### config.mk
export PLATFORM = sky130hd
export DESIGN_NAME = pc_stack
export DESIGN_NICKNAME = d
export VERILOG_FILES = /design/src/rtl/pc_stack.sv
export SDC_FILE = /design/constraint.sdc
export NUM_CORES = 1
export LEC_CHECK = 0
export ABC_AREA = 1
export BUFFER_PORTS_ARGS = -buffer_cell sky130_fd_sc_hd__buf_4
export CAP_MARGIN = 20
export CORE_MARGIN = 8
export CORE_UTILIZATION = 34
export CTS_BUF_LIST = sky130_fd_sc_hd__clkbuf_16
export CTS_CLUSTER_DIAMETER = 150
export CTS_CLUSTER_SIZE = 25
export DETAILED_ROUTE_END_ITERATION = 16
export GPL_ROUTABILITY_DRIVEN = 0
export GPL_TIMING_DRIVEN = 0
export SETUP_SLACK_MARGIN = 0.3
export SLEW_MARGIN = 10
export SYNTH_ARGS = -nofsm -noshare
export SYNTH_HDL_FRONTEND = slang
export SYNTH_SLANG_ARGS = --single-unit
### constraint.sdc
create_clock -name clk -period 4.5 [get_ports clk]
set_clock_uncertainty 0.2 [all_clocks]
set_input_delay 0.9 -clock clk [delete_from_list [all_inputs] [get_ports clk]]
set_output_delay 0.9 -clock clk [all_outputs]
set_load 0.03 [all_outputs]
### src/rtl/pc_stack.sv
// pc_stack: instruction-fetch program counter with stall, PC-relative
// branches and a hardware return-address stack.
//
// Ports:
//   clk         rising-edge clock
//   reset       synchronous active-low reset
//   stall       hold PC, stack and flags this cycle
//   branch      jump to target
//   call        jump to target and push return address (dout+INC)
//   ret         pop return address into PC
//   rel         1: target = dout + signed din, 0: target = din
//   din         branch/call target or two's-complement offset
//   dout        current PC to instruction memory (registered)
//   depth       return-address entries in use
//   stack_full  depth == STACK_DEPTH
//   stack_empty depth == 0
//   ovf         sticky: call while full
//   unf         sticky: ret while empty
//
// Edge priority: reset > stall > ret > call > branch > increment.
module pc_stack #(
  parameter int WIDTH       = 8,
  parameter int STACK_DEPTH = 4,
  parameter int RESET_VEC   = 0,
  parameter int INC         = 1
) (
  input  logic                             clk,
  input  logic                             reset,
  input  logic                             stall,
  input  logic                             branch,
  input  logic                             call,
  input  logic                             ret,
  input  logic                             rel,
  input  logic [WIDTH-1:0]                 din,
  output logic [WIDTH-1:0]                 dout,
  output logic [$clog2(STACK_DEPTH+1)-1:0] depth,
  output logic                             stack_full,
  output logic                             stack_empty,
  output logic                             ovf,
  output logic                             unf
);

  localparam int DW = $clog2(STACK_DEPTH + 1);
  localparam int IW = (STACK_DEPTH > 1) ? $clog2(STACK_DEPTH) : 1;

  logic [WIDTH-1:0] stack [STACK_DEPTH];
  logic [WIDTH-1:0] pc_inc;
  logic [WIDTH-1:0] tgt;
  logic [IW-1:0]    top_idx;
  logic [IW-1:0]    push_idx;
  logic             push_en;

  // Sum is WIDTH bits wide, so a negative offset wraps naturally.
  assign pc_inc = dout + WIDTH'(INC);
  assign tgt    = rel ? (dout + din) : din;

  // Top of stack lives at depth-1; the next free slot at depth.
  assign top_idx  = IW'(depth - DW'(1));
  assign push_idx = IW'(depth);

  assign stack_full  = (depth == DW'(STACK_DEPTH));
  assign stack_empty = (depth == '0);

  assign push_en = reset && !stall && !ret && call && !stack_full;

  // Stack contents are don't-care after reset, so no reset here.
  always_ff @(posedge clk) begin
    if (push_en) stack[push_idx] <= pc_inc;
  end

  always_ff @(posedge clk) begin
    if (!reset) begin
      dout  <= WIDTH'(RESET_VEC);
      depth <= '0;
      ovf   <= 1'b0;
      unf   <= 1'b0;
    end else if (!stall) begin
      if (ret) begin
        if (stack_empty) begin
          // Underflow falls through to the next sequential address.
          dout <= pc_inc;
          unf  <= 1'b1;
        end else begin
          dout  <= stack[top_idx];
          depth <= depth - DW'(1);
        end
      end else if (call) begin
        // The jump is taken even when the return address can't be saved.
        dout <= tgt;
        if (stack_full) ovf <= 1'b1;
        else            depth <= depth + DW'(1);
      end else if (branch) begin
        dout <= tgt;
      end else begin
        dout <= pc_inc;
      end
    end
  end

endmodule
[Yosys cells after proc, flatten, opt, wreduce, memory -nomap -nowiden]
Memory sizes are Yosys's and may differ from the RTL's.
Cells that the tools add are included.
W data, S select, Z words.
Storage, ports and cells
  memories: 1
  bits in read-only memories: 0
  register bits: 13
  RAM bits: 32
  bits in latches: 0
  input bits: 15
Operators by class
  multiply operators: 0
  order comparisons: 0
  reduce and logical (&&, ||, !) cells: 12
  shift-type cells: 0
  add/subtract/negate cells: 4
  equality and inequality tests: 3
  div/mod/pow operators: 0
  multiplexer cells: 11
  bitwise logic cells: 2
Memories
  stack: words 4, bits a word 8, read ports 1, clocked after memory_dff 0, wr ports 1, RTL line 46  | logic [WIDTH-1:0] stack [STACK_DEPTH];
Operator list (number)
  $mux W8: 5
  $mux W3: 4
  $add A8 B1 Y8 const B: 1
  $add A8 B8 Y8: 1
  $reduce_and A4 Y1: 2
  $logic_and A1 B1 Y1: 4
  $ne A2 B2 Y1 const B: 2
  $add A3 B1 Y3 const B: 1
  $eq A3 B3 Y1 const B: 1
  $logic_not A1 Y1: 3
  $logic_not A3 Y1: 1
  $reduce_and A3 Y1: 1
  $sub A3 B1 Y3 const B: 1
  $mux W1: 2
  $not A1 Y1: 2
  $reduce_bool A2 Y1: 1

[Depth between registers and ports, before layout]
  word-level depth: 7
  gate-level depth with buffers: 13
  gate-level depth less buffers: 13

[Worst setup path after synthesis]
OpenSTA, ideal clock, no wires.
  kind: flip-flop to flip-flop
  start: register depth[0]
  end: memory stack[1][0], enable pin
  data required time: 3.929 ns
  arrival time: 2.220 ns
  buffers on the path: 2
  cell stages (with the launch flop): 9
  slack: 1.709 ns
  library setup time: 0.371 ns
  cells stage by stage: dfxtp_1 buf_2 inv_2 buf_2 ha_1 ha_1 inv_1 nand4_1 nor2_1
On the way
  cells in the longest elaborated chain, start to end: 5
RTL lines
  from (decl): RTL line 36  | output logic [$clog2(STACK_DEPTH+1)-1:0] depth,
  from (signal assigned): RTL line 85  | depth <= depth - DW'(1);
  from (signal assigned): RTL line 91  | else depth <= depth + DW'(1);
  $eq A3 B3 Y1: RTL line 61  | assign stack_full = (depth == DW'(STACK_DEPTH));
  net stack_full: RTL line 37  | output logic stack_full,
  $logic_not A1 Y1: RTL line 64  | assign push_en = reset && !stall && !ret && call && !stack_full;
  $logic_and A1 B1 Y1: RTL line 64
  $mux W1: RTL line 68  | if (push_en) stack[push_idx] <= pc_inc;
  $mux W1 (not written as such): RTL line 68
  to (decl): RTL line 46
The timed path passes the listed nets, and every way through them passes these cells.

[Final worst setup path]
  start: register depth[0]
  end: output stack_empty
On the way
  cells in the longest elaborated chain, start to end: 1
RTL lines
  $logic_not A3 Y1: RTL line 62  | assign stack_empty = (depth == '0);
  to (decl): RTL line 38  | output logic stack_empty,
No other way between the ends.

==> impl_metrics.csv <==
group,metric,value,unit
worst_hold_path,holdPathStages,1,
cells_and_area,finalInstanceArea,3060,sq um
setup_path,end_kind,"output port",
synth,synth_largest_area_cell,"edfxtp_1",
detailed_routing,first_iter_violations,155,
cells_and_area,regArea,1220,sq um
setup_path,timing.rr.end,"stack[3][1]",
synth,synth_cell_types,29,
cells_and_area,multi_input_area,1150,sq um
timing,drv_slew,0,
clocking,post-cts-setup-buffers,0,
setup_path,rr_startpoint,"depth[0]",
synth,async_flop_share,0,%
synth,avgSynthCellArea,8.40,sq um
detailed_routing,drcViolationCount,0,
timing,hold_viol,0,
clocking,cts_buffers,5,
place,pre_cts_ws,1470,ps
detailed_routing,dr.pass1.iters,4,
worst_hold_path,hold_path.class,"flop to flop",
synth,yosysMostFrequentCell,"nand2_1",
power_and_ir_drop,power_density,386,nW/um^2
run,drv_cap,0,
timing,tns,0,ps
clocking,cts-root-buf,"clkbuf_16",
detailed_routing,routed_wl,6110,um
timing,maxSlewHeadroom,45.0,%
setup_path,reg2reg_slack,1490,ps
global_routing,grt_use_total,12.4,%
timing,finalCriticalPeriod,3060,ps
synth,synth-main-ff-cell,"edfxtp_1",
timing,setup_viol,0,
outcome,outcome,"completed",
power_and_ir_drop,power_leakage,1.33,nW
place,dpl-instance-area,2890,sq um
timing,tightest_slew,822,ps
place,dp.cells,431,
place,port_buffers,28,
cells_and_area,nFillCells,720,
floorplanning,die_h,103,um
synth,ys_top_cells_by_count,"73 x nand2_1, 33 x inv_1, 32 x edfxtp_1, 32 x nor2_1, 20 x a21oi_1",
setup_path,arrival,1960,ps
cells_and_area,drive_above_1_share,15.9,%
setup_path,critPathRequiredTime,3400,ps
cells_and_area,diodes,0,
synth,syn_inst,304,
clocking,tritoncts,"yes",
setup_path,worst-setup-path-type,"flop to output port",
floorplanning,dieArea,10500,sq um
floorplanning,rows,31,
setup_path,startpoint_type,"flop",
global_routing,grt_first_pass_wirelength,10200,um
floorplanning,coreArea,7250,sq um
global_routing,grt_pass1_vias,2111,
cells_and_area,syn2layout_area_growth,19.8,%
clocking,h-tree-depth,2,
clocking,cts_num_sinks,45,
clocking,cts_buffer_depth,2,
cells_and_area,instances_no_fill,439,
floorplanning,initial_core_util,35.2,%
synth,ys_warn_count,0,
clocking,clkLatencyLatePin,280,ps
detailed_routing,wl_per_cell,13.9,um
timing,rsz0062_at_grt,"false",
setup_path,r2r_cells,8,
synth,ys_seq_area_share,47.8,%
cells_and_area,layout.nets,369,
timing,setup_slack,1440,ps
synth,synth-seq-cells,45,
global_routing,grt-ovfl-total,0,
place,hpwl,4710,um
clocking,hold_buffers,0,
detailed_routing,vias,2064,
floorplanning,die_w,103,um
global_routing,grt_max_degree,16,
power_and_ir_drop,vdd_ir_drop_max,0.166,mV
synth,synth_top_area_share,37.6,%
detailed_routing,ant_nets,0,
setup_path,critPathMaxFanout,11,
synth,syn_area,2550,sq um
synth,syn-num-nets,334,
timing,timing.fmax,327,MHz
floorplanning,ioPinCount,30,
worst_hold_path,min_to,"unf",
synth,synth_edf_count,32,
detailed_routing,vias_per_cell,4.70,
global_routing,antenna_found_initial,0,
clocking,path_clk_slew,60,ps
synth,yosys-top-cells-area,"edfxtp_1 38%, nand2_1 11%, dfxtp_1 10%",
timing,fin_crit_sh,68.0,%
worst_hold_path,min_from,"unf",
clocking,cts_resized,0,
timing,timing.hold.ws,276,ps
## placed cells by master, fill, tap and decap left out, types with 2 or more instances in the layout
cell	count
a21oi_1	20
a31oi_1	3
and2_1	2
buf_2	6
buf_4	28
clkbuf_16	5
dfxtp_1	13
edfxtp_1	32
ha_1	14
inv_1	33
inv_2	7
nand2_1	73
nand3_1	13
nand3b_1	4
nor2_1	32
nor2_2	2
o211ai_1	3
o21ai_0	14
o21ai_1	7
o22ai_1	7
or2_1	2
xnor2_1	4
xor2_1	5
## critical path: stages (launching register included)
cell	delay (ps)
dfxtp_1	390
buf_2	250
inv_2	110
buf_2	210
ha_1	260
ha_1	260
buf_4	190
## power by group
| group | leakage (nW) | internal (mW) | switching, mW |
|---|---|---|---|
| logic | 0.849 | 0.102 | 0.180 |
| clock network | 0.0800 | 0.263 | 0.153 |
| registers | 0.400 | 0.466 | 0.0177 |
| total | 1.33 | 0.830 | 0.350 |
## layer usage
layer,track usage (%),vias to the layer above,routed length (um)
li1,-,1080,-
met1,15.0,946,2810
met2,21.8,31,3090
met3,1.42,7,114
met4,5.19,0,98
met5,0,-,0
## sequential cells by signal, summed over array words and instances (netlist names)
signal,count
depth,3
dout,8
ovf,1
stack,32
unf,1
## layout make-up
| cell class | instances | share of cell area [%] |
|---|---|---|
| tap | 99 | 4.05 |
| multi-input combinational | 212 | 37.5 |
| sequential | 45 | 39.9 |
| timing repair buffer | 28 | 6.87 |
| buffer | 7 | 1.10 |
| inverter | 40 | 4.91 |
| clock inverter | 3 | 1.51 |
| clock buffer | 5 | 4.09 |
## per-stage QoR
| stage | util, % | power (mW) |
|---|---|---|
| detailed placement | 39.8 | 0.775 |
| floorplan | - | 0.683 |
| global placement | 39.8 | 0.769 |
| finish | 42.2 | 1.18 |
| CTS | 42.2 | 1.19 |
| global route | 42.2 | 1.24 |
## logic make-up after synthesis
logic type	share of synthesized area, %
flip-flops	47.8
AND/OR/NAND/NOR	22.2
XOR/XNOR	3.09
AO/OA/AOI/OAI	12.0
adder cells (fa/ha/maj)	7.65
buffers and inverters	7.21
## worst max path at each step
| stage | start | end |
|---|---|---|
| floorplan | depth[0] | stack[1][0] |
| global placement | depth[0] | stack[0][6] |
| detailed placement | depth[0] | stack[3][7] |
| CTS | depth[0] | stack_empty |
| global route | depth[0] | stack[3][7] |
| finish | depth[0] | stack_empty |
Power figures use the tool's default switching activity.
